--- config.mk ---
export PLATFORM = sky130hd
export DESIGN_NAME = lif_spike_generator
export DESIGN_NICKNAME = d
export VERILOG_FILES = /design/src/rtl/lif_spike_generator_pkg.sv /design/src/rtl/sat_add_sub.sv /design/src/rtl/lif_spike_generator.sv
export SDC_FILE = /design/constraint.sdc
export NUM_CORES = 1
export LEC_CHECK = 0
export ABC_CLOCK_PERIOD_IN_PS = 2500
export CAP_MARGIN = 20
export CORE_MARGIN = 5
export CORE_UTILIZATION = 44
export DETAILED_ROUTE_END_ITERATION = 6
export PLACE_DENSITY = 0.8
export REMOVE_ABC_BUFFERS = 1
export SYNTH_ARGS = -nofsm -noshare
export SYNTH_HDL_FRONTEND = slang
export SYNTH_SLANG_ARGS = --single-unit
export TNS_END_PERCENT = 20
--- constraint.sdc ---
create_clock -name clk -period 2.5 [get_ports clk]
set_input_delay 0.375 -clock clk [delete_from_list [all_inputs] [get_ports clk]]
set_output_delay 0.375 -clock clk [all_outputs]
set_load 0.005 [all_outputs]
--- src/rtl/lif_spike_generator_pkg.sv ---
// Shared definitions for the LIF spike generator: the control state encoding.
// The optional refractory behaviour is selected with the NEURON_REFRACTORY_EN macro.
package lif_spike_generator_pkg;

  typedef enum logic [1:0] {
    ST_INTEG = 2'd0,
    ST_LEAK  = 2'd1,
    ST_CMP   = 2'd2,
    ST_FIRE  = 2'd3
  } state_e;

endpackage

--- src/rtl/sat_add_sub.sv ---
// Combinational saturating signed add/subtract (y = a + b or a - b).
// Works one bit wider than the operands and clamps to the signed range instead of wrapping.
module sat_add_sub #(
  parameter int DSIZE = 16
) (
  input  logic [DSIZE-1:0] a,
  input  logic [DSIZE-1:0] b,
  input  logic             sub,
  output logic [DSIZE-1:0] y
);

  localparam logic [DSIZE-1:0] SAT_MAX = {1'b0, {(DSIZE-1){1'b1}}};
  localparam logic [DSIZE-1:0] SAT_MIN = {1'b1, {(DSIZE-1){1'b0}}};

  logic [DSIZE:0] a_ext;
  logic [DSIZE:0] b_ext;
  logic [DSIZE:0] res;

  // The two top bits of the widened result differ only on overflow; the top bit gives the direction.
  always_comb begin
    a_ext = {a[DSIZE-1], a};
    b_ext = {b[DSIZE-1], b};
    res   = sub ? (a_ext - b_ext) : (a_ext + b_ext);
    if (res[DSIZE] == res[DSIZE-1]) begin
      y = res[DSIZE-1:0];
    end else if (res[DSIZE]) begin
      y = SAT_MIN;
    end else begin
      y = SAT_MAX;
    end
  end

endmodule

--- src/rtl/lif_spike_generator.sv ---
// Leaky integrate-and-fire neuron: integrates weight beats, leaks, compares, and emits a spike.
// Define NEURON_REFRACTORY_EN to suppress integration for REFRAC_CYCLES steps after each spike.
module lif_spike_generator
  import lif_spike_generator_pkg::*;
#(
  parameter int DSIZE      = 16,
  parameter int LEAK_SHIFT = 4
`ifdef NEURON_REFRACTORY_EN
  ,
  parameter int REFRAC_CYCLES = 3
`endif
) (
  input  logic             clk,
  input  logic             rst,
  input  logic             w_valid,
  output logic             w_ready,
  input  logic [DSIZE-1:0] w_data,
  input  logic             w_last,
  input  logic [DSIZE-1:0] threshold,
  input  logic [DSIZE-1:0] v_reset,
  output logic             spike_valid,
  input  logic             spike_ready,
  output logic [DSIZE-1:0] potential,
  output logic             busy
);

  state_e           state_q, state_d;
  logic [DSIZE-1:0] pot_q, pot_d;
  logic [DSIZE-1:0] int_sum;
  logic [DSIZE-1:0] leak_amt;
  logic [DSIZE-1:0] leak_res;
  logic             pot_ge_thr;
  logic             refrac_active;

`ifdef NEURON_REFRACTORY_EN
  localparam int RC_W = (REFRAC_CYCLES > 0) ? $clog2(REFRAC_CYCLES + 1) : 1;
  logic [RC_W-1:0] refrac_q, refrac_d;
  assign refrac_active = (refrac_q != '0);
`else
  assign refrac_active = 1'b0;
`endif

  assign leak_amt   = $unsigned($signed(pot_q) >>> LEAK_SHIFT);
  assign pot_ge_thr = ($signed(pot_q) >= $signed(threshold));
  assign potential  = pot_q;
  assign busy       = (state_q != ST_INTEG);

  sat_add_sub #(.DSIZE(DSIZE)) u_integ (
    .a   (pot_q),
    .b   (w_data),
    .sub (1'b0),
    .y   (int_sum)
  );

  sat_add_sub #(.DSIZE(DSIZE)) u_leak (
    .a   (pot_q),
    .b   (leak_amt),
    .sub (1'b1),
    .y   (leak_res)
  );

  always_comb begin
    state_d     = state_q;
    pot_d       = pot_q;
    w_ready     = 1'b0;
    spike_valid = 1'b0;
`ifdef NEURON_REFRACTORY_EN
    refrac_d    = refrac_q;
`endif
    unique case (state_q)
      ST_INTEG: begin
        w_ready = 1'b1;
        if (w_valid) begin
          // While refractory, beats are consumed but the potential stays at v_reset.
          if (refrac_active) begin
`ifdef NEURON_REFRACTORY_EN
            if (w_last) begin
              refrac_d = refrac_q - RC_W'(1);
            end
`endif
          end else begin
            pot_d = int_sum;
            if (w_last) begin
              state_d = ST_LEAK;
            end
          end
        end
      end
      ST_LEAK: begin
        pot_d   = leak_res;
        state_d = ST_CMP;
      end
      ST_CMP: begin
        state_d = pot_ge_thr ? ST_FIRE : ST_INTEG;
      end
      ST_FIRE: begin
        spike_valid = 1'b1;
        if (spike_ready) begin
          pot_d   = v_reset;
          state_d = ST_INTEG;
`ifdef NEURON_REFRACTORY_EN
          refrac_d = RC_W'(REFRAC_CYCLES);
`endif
        end
      end
      default: begin
        state_d = ST_INTEG;
      end
    endcase
  end

  always_ff @(posedge clk) begin
    if (rst) begin
      state_q  <= ST_INTEG;
      pot_q    <= '0;
`ifdef NEURON_REFRACTORY_EN
      refrac_q <= '0;
`endif
    end else begin
      state_q  <= state_d;
      pot_q    <= pot_d;
`ifdef NEURON_REFRACTORY_EN
      refrac_q <= refrac_d;
`endif
    end
  end

endmodule
==> results of run 1 <==
placed cells by master, fill, tap and decap left out, types with 7 or more instances in the layout:
master and n:
nor3_1 9, ha_1 37, a21o_1 10, o21ai_0 16
inv_1 38, nand2_1 24, clkdlybuf4s50_1 65, xor2_1 10
o211ai_1 8, o21ai_1 15, a21oi_1 27, dfxtp_1 11
buf_4 97, ha_4 9, a22oi_1 8, nor2_1 28
nand2b_1 9, a31oi_1 7, xnor2_1 13
final cells by class:
| class | count | area [sq um] |
|---|---|---|
| repair buffers | 171 | 1465 |
| well taps | 80 | 100.1 |
| fillers | 466 | 1858 |
| inverters | 40 | 150.1 |
| multi-input cells | 323 | 2681 |
| clock buffers | 4 | 55.05 |
| flip-flops and latches | 18 | 371.6 |
stage by stage:
step	setup TNS (ns)	util, %	hold WS [ns]
after floorplan	-0.7920	-	0.4429
after global placement	-9.002	66.42	0.6302
after detailed placement	-9.602	66.42	0.6610
after CTS	-0.3900	70.69	0.6713
after global routing	-2.841	72.19	0.7108
final	-1.224	72.19	0.6707
logic make-up after synthesis:
kind of cell             after synthesis  share of synthesized area [%]
adder cells (fa/ha/maj)               51                          21.86
multiplexers                           2                         0.6726
flip-flops                            18                          12.11
buffers and inverters                 51                          6.894
AO/OA/AOI/OAI                        150                          36.15
XOR/XNOR                              24                          7.314
AND/OR/NAND/NOR                       95                          15.01
state kept, by name (all words and copies together) (netlist names):
register,cells
potential,16
state_q,2
routing by layer:
layer | vias to the layer above | GRT usage [%] | share of wire (%)
li1 | 1792 | - | -
met1 | 1781 | 30.24 | 39
met2 | 198 | 46.72 | 50
met3 | 49 | 3.035 | 6.8
met4 | 0 | 12.50 | 4.0
met5 | - | 0 | 0
power groups by stage:
stage | combinational (W) | sequential [W] | clock, W
2_1_floorplan | 0.00392 | 0.000627 | 0
3_3_place_gp | 0.00669 | 0.000613 | 0
3_5_place_dp | 0.00683 | 0.000615 | 0
4_1_cts | 0.00732 | 0.000627 | 0.000234
5_1_grt | 0.00850 | 0.000675 | 0.000246
6_report | 0.00786 | 0.000662 | 0.000236
worst min-delay path, delay by kind of cell (launching register included):
kind,cells,cell delay (ns)
DFF,1,0.33
muxes,1,0.07
and+or+nand+nor,1,0.09
buffers and inverters,1,0.14
what timing repair did:
item,4_1_cts,5_1_grt
pin swaps,33,7
endpoints found under the setup margin,16,18
cloned,1,0
endpoints found under the hold margin,0,0
resized for setup,43,18
setup buffers,3,3
worst min path at each step:
stage / slack, ns / cells after the start / start / end
6_report: 0.67 / 3 / potential[15] / potential[15]
5_1_grt: 0.71 / 3 / potential[7] / potential[7]
4_1_cts: 0.67 / 1 / state_q[1] / state_q[0]
3_5_place_dp: 0.66 / 1 / state_q[1] / state_q[0]
3_3_place_gp: 0.63 / 3 / potential[15] / potential[15]
2_1_floorplan: 0.44 / 1 / rst / potential[10]
==> metrics.txt, run 1 <==
status=complete, but fails checks; violated checks=negative setup slack; post-DR wirelength/cell=17.93 um; post-layout instance count excluding filler cells=636; Hold Path Class=flop to flop; Die Width=92.25 um; Power Density=1816 nW/um^2; #FFs+latches synth=18; WP depth=13; remaining global-route overflow=0; Mapped Cells=391; FFs w/ async S/R, synth=0%; R2R Path Start=potential[0]; setup ws final=-0.1673 ns; CP top delay family=compound AO/OA/AOI/OAI gates; vias in the first global route=3923; sw power=0.004195 W; critical path's largest stage delay=0.39 ns; Setup Crit Path Kind=flop to flop; Worst Tran Pin Value=0.4283 ns; design area=4823 sq um; GPL Wtd Cong=0.9538; setup slack, reg-to-reg=-0.17 ns; hold-fix buffers at CTS=0; Fmax=374.9 MHz; antenna-violating nets left=0; top-count cell post-synth=ha_1; Die Area=8510 sq um; clock network power share=2.7%; final period utilization=106.7%; CP Max Fanout=8; area grow syn2layout=62.04%; Critical Path Start=potential[0]; core area=6681 sq um; CP arrival=2.79 ns; Netlist Area Pre-Place=2977 sq um; critical path endpoint category=flop; Skew-Pair Late Insertion Delay=0.25 ns; clock sinks=18; unrepaired setup endpoints after global routing=true; CTS tree=yes; Max transition margin=71.36%; leakage=2.180 nW; final hold violations=0; total CTS buffers=3; Internal Dissipation=0.004566 W; chip height=92.25 um; number of synthesized flops with an enable pin=0; H-tree depth=1; Post-Place Cell Area=4438 sq um; startpoint types=flop; row count=30; maximum vdd drop=845.6 uV; drt pass-1 iters=5; Setup Skew=0.002404 ns; logic gate share of total power=89.7%; # setup viols final=15; switch share=47.88%; Initial Util=44.55%; Clock Tree Root=clkbuf_8; ys flop type=dfxtp_1; CP Capture Point=potential[6]; clock buffer depth=2; post-synth cell types=64; largest net degree at the start of global routing=17; drt first-iter violations=169; Commonest cells post-synth=47 x ha_1, 40 x inv_1, 29 x a21oi_1, 29 x nor2_1, 24 x nand2_1; initial antenna violation count=0; dpl cells=625; first-pass GRT wire length=17950 um; Slew Limit Fails=0; Crit path buffers/inverters=3; port bufs=71; # nets final=659; Flop pwr share=7.6%; Syn Area/Cell=7.613 sq um; DRC=0; top cells by area, synth=ha_1 20%, dfxtp_1 12%, inv_1 5.0%; Place WS=-0.6576 ns; Synth Warn #=0; Max-cap violations=0; Vias=3820; end of the worst register-to-register path=potential[6]; post-detail-place hpwl=8436 um; post-synth top area share=19.76%; Clock Pin Slew Worst Setup and Hold Paths=0.07 ns; post-synthesis sequential area ratio=12.11%; via/cell ratio=6.006; Total Wirelength=11410 um; worst path required time=2.63 ns; total track usage=25.95%; Slowest cell on crit path=o41a_4; leading area contributor after synthesis=ha_1; # diodes=0; Critical Path, Cell by Cell=buf_6, ha_4, inv_2, fa_2, nand2b_4, a21oi_4, o41a_4, a21oi_4, o211ai_1, o21a_2, buf_4, a22oi_2, a31oi_1; R2R depth=13; Top Ports=72; total power=0.008760 W; Tmin final=2.667 ns; Critical Path Most Common Cell=a21oi_4; share of cells above drive strength 1=29.86%
No activity file was read; power rests on OpenSTA's default activity.
==> inputs of run 2 (changes only) <==
SLEW_MARGIN = 15   (was unset)
==> results of run 2 <==
Same layout as run 1: the final DEF is identical, and so are final timing and power.
